`src/rtl/pipe_cmp_driver.sv`:
```
// pipe_cmp_driver: drives LFSR-generated operand vectors into an external
// 3-stage compare pipeline and checks the returned mismatch flag against a
// locally computed expectation delayed by the pipeline latency.
module pipe_cmp_driver #(
  parameter int          NUM_VEC = 16,
  parameter logic [31:0] SEED    = 32'hACE1_2468
) (
  input  logic       clk,
  input  logic       rst,
  input  logic       start,
  output logic [7:0] A,
  output logic [7:0] B,
  output logic [7:0] C,
  output logic [7:0] D,
  input  logic       dut_out,
  output logic       busy,
  output logic       done,
  output logic [7:0] err_cnt,
  output logic [7:0] ones_cnt,
  output logic [7:0] first_err_idx
);

  // An all-zero seed would lock the LFSR, so it is replaced by 1.
  localparam logic [31:0] SEED_EFF = (SEED == 32'd0) ? 32'd1 : SEED;
  // Right-shifting Galois taps for x^32 + x^22 + x^2 + x + 1.
  localparam logic [31:0] TAPS     = 32'h8020_0003;
  localparam logic [7:0]  LAST_IDX = 8'(NUM_VEC - 1);
  // Vector indices never exceed 254, so 8'hFF safely means "no error yet".
  localparam logic [7:0]  NO_ERR   = 8'hFF;

  typedef enum logic [1:0] {
    IDLE  = 2'd0,
    DRIVE = 2'd1,
    DRAIN = 2'd2,
    DONE  = 2'd3
  } state_t;

  state_t          state;
  logic [31:0]     lfsr;
  logic [31:0]     lfsr_next;
  logic [7:0]      vec_idx;
  logic [7:0]      vec_idx_next;
  logic [3:0]      dl_valid;
  logic [3:0]      dl_exp;
  logic [3:0][7:0] dl_idx;
  logic            exp_seed;
  logic            exp_next;
  logic            cmp_valid;
  logic            cmp_mis;
  logic            final_cmp;

  // Reference function of the compare pipeline for one packed {A,B,C,D} vector.
  function automatic logic expect_of(input logic [31:0] v);
    logic [7:0] a, b, c, d;
    a = v[31:24];
    b = v[23:16];
    c = v[15:8];
    d = v[7:0];
    return (((b & c) ^ d) != (a | b));
  endfunction

  // Next LFSR state and the expectations for the vectors about to be launched.
  always_comb begin
    lfsr_next    = {1'b0, lfsr[31:1]} ^ (lfsr[0] ? TAPS : 32'd0);
    vec_idx_next = vec_idx + 8'd1;
    exp_seed     = expect_of(SEED_EFF);
    exp_next     = expect_of(lfsr_next);
  end

  // The oldest delay-line slot lines up with the dut_out sample for its vector.
  always_comb begin
    cmp_valid = dl_valid[3];
    cmp_mis   = dl_valid[3] && (dl_exp[3] != dut_out);
    final_cmp = dl_valid[3] && (dl_idx[3] == LAST_IDX);
  end

  // Control FSM, vector launch register, delay line and result counters.
  always_ff @(posedge clk) begin
    if (rst) begin
      state         <= IDLE;
      lfsr          <= SEED_EFF;
      vec_idx       <= 8'd0;
      A             <= 8'd0;
      B             <= 8'd0;
      C             <= 8'd0;
      D             <= 8'd0;
      busy          <= 1'b0;
      done          <= 1'b0;
      err_cnt       <= 8'd0;
      ones_cnt      <= 8'd0;
      first_err_idx <= NO_ERR;
      dl_valid      <= 4'd0;
      dl_exp        <= 4'd0;
      dl_idx        <= '0;
    end else begin
      dl_valid <= {dl_valid[2:0], 1'b0};
      dl_exp   <= {dl_exp[2:0], 1'b0};
      dl_idx   <= {dl_idx[2:0], 8'd0};

      if (cmp_valid) begin
        if (cmp_mis) begin
          if (err_cnt != 8'hFF) begin
            err_cnt <= err_cnt + 8'd1;
          end
          if (first_err_idx == NO_ERR) begin
            first_err_idx <= dl_idx[3];
          end
        end
        if (dut_out) begin
          ones_cnt <= ones_cnt + 8'd1;
        end
      end

      case (state)
        IDLE: begin
          done <= 1'b0;
          if (start) begin
            state         <= (LAST_IDX == 8'd0) ? DRAIN : DRIVE;
            busy          <= 1'b1;
            lfsr          <= SEED_EFF;
            vec_idx       <= 8'd0;
            {A, B, C, D}  <= SEED_EFF;
            err_cnt       <= 8'd0;
            ones_cnt      <= 8'd0;
            first_err_idx <= NO_ERR;
            dl_valid      <= 4'b0001;
            dl_exp        <= {3'b000, exp_seed};
            dl_idx        <= '0;
          end
        end
        DRIVE: begin
          lfsr         <= lfsr_next;
          vec_idx      <= vec_idx_next;
          {A, B, C, D} <= lfsr_next;
          dl_valid     <= {dl_valid[2:0], 1'b1};
          dl_exp       <= {dl_exp[2:0], exp_next};
          dl_idx       <= {dl_idx[2:0], vec_idx_next};
          if (vec_idx_next == LAST_IDX) begin
            state <= DRAIN;
          end
        end
        DRAIN: begin
          {A, B, C, D} <= 32'd0;
          if (final_cmp) begin
            state <= DONE;
            busy  <= 1'b0;
            done  <= 1'b1;
          end
        end
        DONE: begin
          state <= IDLE;
          done  <= 1'b0;
        end
        default: begin
          state <= IDLE;
          busy  <= 1'b0;
          done  <= 1'b0;
        end
      endcase
    end
  end

endmodule

```
`config.mk`:
```
export PLATFORM = sky130hd
export DESIGN_NAME = pipe_cmp_driver
export DESIGN_NICKNAME = d
export VERILOG_FILES = /design/src/rtl/pipe_cmp_driver.sv
export SDC_FILE = /design/constraint.sdc
export NUM_CORES = 1
export LEC_CHECK = 0
export BUFFER_PORTS_ARGS = -buffer_cell sky130_fd_sc_hd__buf_2
export CAP_MARGIN = 15
export CORE_MARGIN = 1
export CORE_UTILIZATION = 40
export CTS_CLUSTER_SIZE = 10
export DETAILED_ROUTE_END_ITERATION = 10
export GPL_TIMING_DRIVEN = 0
export MAX_ROUTING_LAYER = met4
export SYNTH_ARGS = -nofsm -noshare
export SYNTH_HDL_FRONTEND = slang
export SYNTH_SLANG_ARGS = --single-unit
```
`constraint.sdc`:
```
create_clock -name clk -period 2.1 [get_ports clk]
set_input_delay 0.21 -clock clk [delete_from_list [all_inputs] [get_ports clk]]
set_output_delay 0.21 -clock clk [all_outputs]
set_load 0.02 [all_outputs]
```
==> results.json <==
{
  "rows": 42,
  "maxSlewHeadroom_pct": 59.3,
  "pin_count": 62,
  "worstSetupEndpoint": "state[1]",
  "die_area_um2": 14200,
  "die_w_um": 119,
  "post-route-min-period_ns": 1.96,
  "tritoncts_clock_tree": "done",
  "vias": 4650,
  "grt_start_max_net_pins": 17,
  "gp_congestion": 0.868,
  "worstReg2RegStart": "vec_idx[0]",
  "final_hold_vios": 0,
  "slew_violations": 0,
  "clkTransAtPathRegs_ns": 0.06,
  "report.final.setup_viol": 0,
  "setup.worst_path.class": "flip-flop to flip-flop",
  "layout-drive-gt1-share_pct": 17.0,
  "number_of_warnings_reported_in_the_yosys_synthesis_log": 0,
  "cts_max_level": 4,
  "grt_overflow": 0,
  "postSynth.asyncResetShare_pct": 0,
  "maxCapViolations": 0,
  "clk_root_buffer_cell": "clkbuf_16",
  "postSynthRegisterBits": 140,
  "unrepaired_setup_endpoints_after_global_routing": "false",
  "synth_fp_nets": 654,
  "grt_util_all_layers_pct": 19.9,
  "highest_achievable_clock_rate_mhz": 510,
  "combined_area_of_the_multi_input_logic_cells_um2": 2520,
  "hold_path_class": "input pin to flip-flop",
  "initial_utilization_pct": 41.2,
  "route.detailed.wl_per_inst_um": 14.6,
  "status": "finished clean",
  "critPathLaunch": "vec_idx[0]",
  "clock_insertion_delay_worst_skew_ns": 0.42,
  "ant_nets": 0,
  "worst-endpoint-arrival_ns": 2.31,
  "regToRegSetupSlack_ns": 0.14,
  "num_antenna_cells": 0,
  "avgSynthCellArea_um2": 8.56,
  "ys_types": 44,
  "grt_first_pass_wirelength_um": 21300,
  "port_buffers": 60,
  "regToRegEndpoint": "state[1]",
  "clock_sink_count": 140,
  "hold_fix_buffers_cts": 0,
  "critical_path.startpoint_type": "flip-flop",
  "drtPass1Iterations": 5,
  "fin_worst_skew_ns": 0.00594,
  "fillCellCount": 1275,
  "ir_drop_mv": 0.691,
  "hpwl_um": 9440,
  "design.final.nets": 735,
  "crit_path_max_fanout": 7,
  "crit_required_ns": 2.45,
  "totalPowerFinal_mw": 8.59,
  "antenna_found_initial": 0,
  "leakage_nw": 2.70,
  "synth_top_flop_cell": "dfxtp_1",
  "area_of_the_placeable_core_um2": 13300,
  "cp-end-kind": "flip-flop",
  "drt_wl_total_um": 13300,
  "die-height_um": 119,
  "synth-edff-count": 0,
  "grt_pass1_vias": 4140,
  "synth.yosys.seq_area_share_pct": 51.0,
  "initialDrtViolationCount": 321,
  "layout-area-overhead-vs-synth_pct": 22.5,
  "number_of_buffers_added_by_the_clock_tree_synthesis_step": 17,
  "rr_worst_depth": 5,
  "layout.area.seq_um2": 2800,
  "cts_buffer_depth": 2,
  "worst-slew-pin-transition_ns": 0.608,
  "postSynthCellCount": 642,
  "remaining_drc_errors": 0,
  "post_synth_instance_area_um2": 5500,
  "postLayoutCoreUtil_pct": 50.4,
  "power_density_nw_per_um2": 1280,
  "avgViaCountPerCell": 5.10,
  "layout_worst_path_cycle_share_pct": 93.3
}
-- critical path, stage by stage (launching register included) --
cell     delay [ns]
dfxtp_1        0.46
ha_2           0.30
nand3_2        0.19
o311a_1        0.43
nor4_4         0.30
mux2i_1        0.21
-- cell families after synthesis --
family,after synthesis,share of synthesized area [%]
and+or+nand+nor,287,25.0
DFF,140,51.0
AOI/OAI and AO/OA,113,11.8
buffers and inverters,55,3.91
xor gates and xnor gates,29,4.62
muxes,10,1.84
adders and majority gates,8,1.82
-- through the flow --
step | std cells | TNS, ns | worst slack, ns | cell area (µm²) | hold slack, ns
after floorplan | 642 | 0 | 0.197 | 5500 | 0.393
after global routing | 912 | 0 | 0.0210 | 6730 | 0.215
after CTS | 913 | -0.151 | -0.0159 | 6700 | 0.172
after global placement | 878 | -12.84 | -0.291 | 6020 | 0.408
after detailed placement | 878 | -14.72 | -0.314 | 6020 | 0.410
final | 912 | 0 | 0.140 | 6730 | 0.205
-- registers in the layout, summed over array words and instances (netlist names), 8 cells and up --
name / count
dl_idx: 32
lfsr: 32
A: 8
B: 8
C: 8
D: 8
err_cnt: 8
first_err_idx: 8
ones_cnt: 8
vec_idx: 8
-- worst min-delay path by stage --
stage / depth (start not counted) / slack (ns) / startpoint / end
after CTS: 4 / 0.17 / start / busy
final: 3 / 0.20 / start / dl_valid[0]
after global routing: 3 / 0.22 / start / dl_valid[0]
after floorplan: 2 / 0.39 / start / dl_valid[0]
after detailed placement: 1 / 0.41 / dl_valid[2] / dl_valid[3]
after global placement: 1 / 0.41 / dl_idx[15] / dl_idx[23]
-- cell usage after synthesis, types with 3 or more instances --
master	count	area share, %
a21oi_1	68	6.2
nor2_1	65	4.4
nand2b_1	19	2.2
dfxtp_1	140	51
xnor2_1	18	2.9
mux2i_1	9	1.6
o21ai_0	17	1.5
xor2_1	11	1.8
nand4_1	5	0.57
buf_1	3	0.20
o21bai_1	14	1.9
and2_1	32	3.6
nand3_1	58	5.3
nor3_1	7	0.64
inv_1	14	0.96
clkbuf_1	33	2.3
buf_2	4	0.36
ha_1	8	1.8
or3_1	3	0.34
nand2_1	84	5.7
-- cell type report --
| type | count | area share [%] |
|---|---|---|
| flip-flops and latches | 140 | 41.6 |
| multi-input cells | 447 | 37.5 |
| clock buffers | 20 | 6.49 |
| repair buffers | 63 | 4.79 |
| well taps | 176 | 3.27 |
| clock inverters | 12 | 2.88 |
| plain buffers | 40 | 2.69 |
| inverters | 14 | 0.781 |
-- routing by layer --
metal | track usage (%) | wire (µm)
met1 | 25.8 | 6250
met2 | 29.9 | 6010
met3 | 4.79 | 838
met4 | 7.67 | 227
met5 | - | 0
-- power by group --
group / switching (mW) / internal (mW)
logic: 1.54 / 0.722
clock network: 1.10 / 2.10
registers: 0.188 / 2.94
-- cell usage in the layout (no fill, tap or decap), types with 2 or more instances in the layout --
cell	netlist	final
nand4_1	5	5
nor4_1	2	2
clkinvlp_4	0	2
nand2_1	84	84
o21ai_0	17	17
clkbuf_16	0	17
a32oi_1	2	2
a21oi_4	0	2
dfxtp_1	140	140
o31a_1	2	2
or3_1	3	3
xor2_1	11	11
clkbuf_1	33	20
bufinv_16	0	5
buf_4	1	4
nor2_1	65	65
ha_2	0	2
clkinv_2	0	4
a21oi_1	68	67
o21bai_1	14	14
nor3_1	7	7
a21o_1	2	2
buf_2	4	65
ha_1	8	6
nand2b_1	19	19
inv_1	14	14
and2_1	32	32
nand3_1	58	57
clkbuf_2	0	17
or4_1	2	2
xnor2_1	18	18
mux2i_1	9	9
nor3b_1	2	2
-- repair_timing --
| item | in CTS | in global routing |
|---|---|---|
| gates resized for setup | 13 | 19 |
| cloned | 0 | 0 |
| pin swaps | 0 | 1 |
| setup endpoints to repair | 63 | 81 |
| buffers inserted | 3 | 0 |
Note: power is estimated with default switching activity, not from simulation.
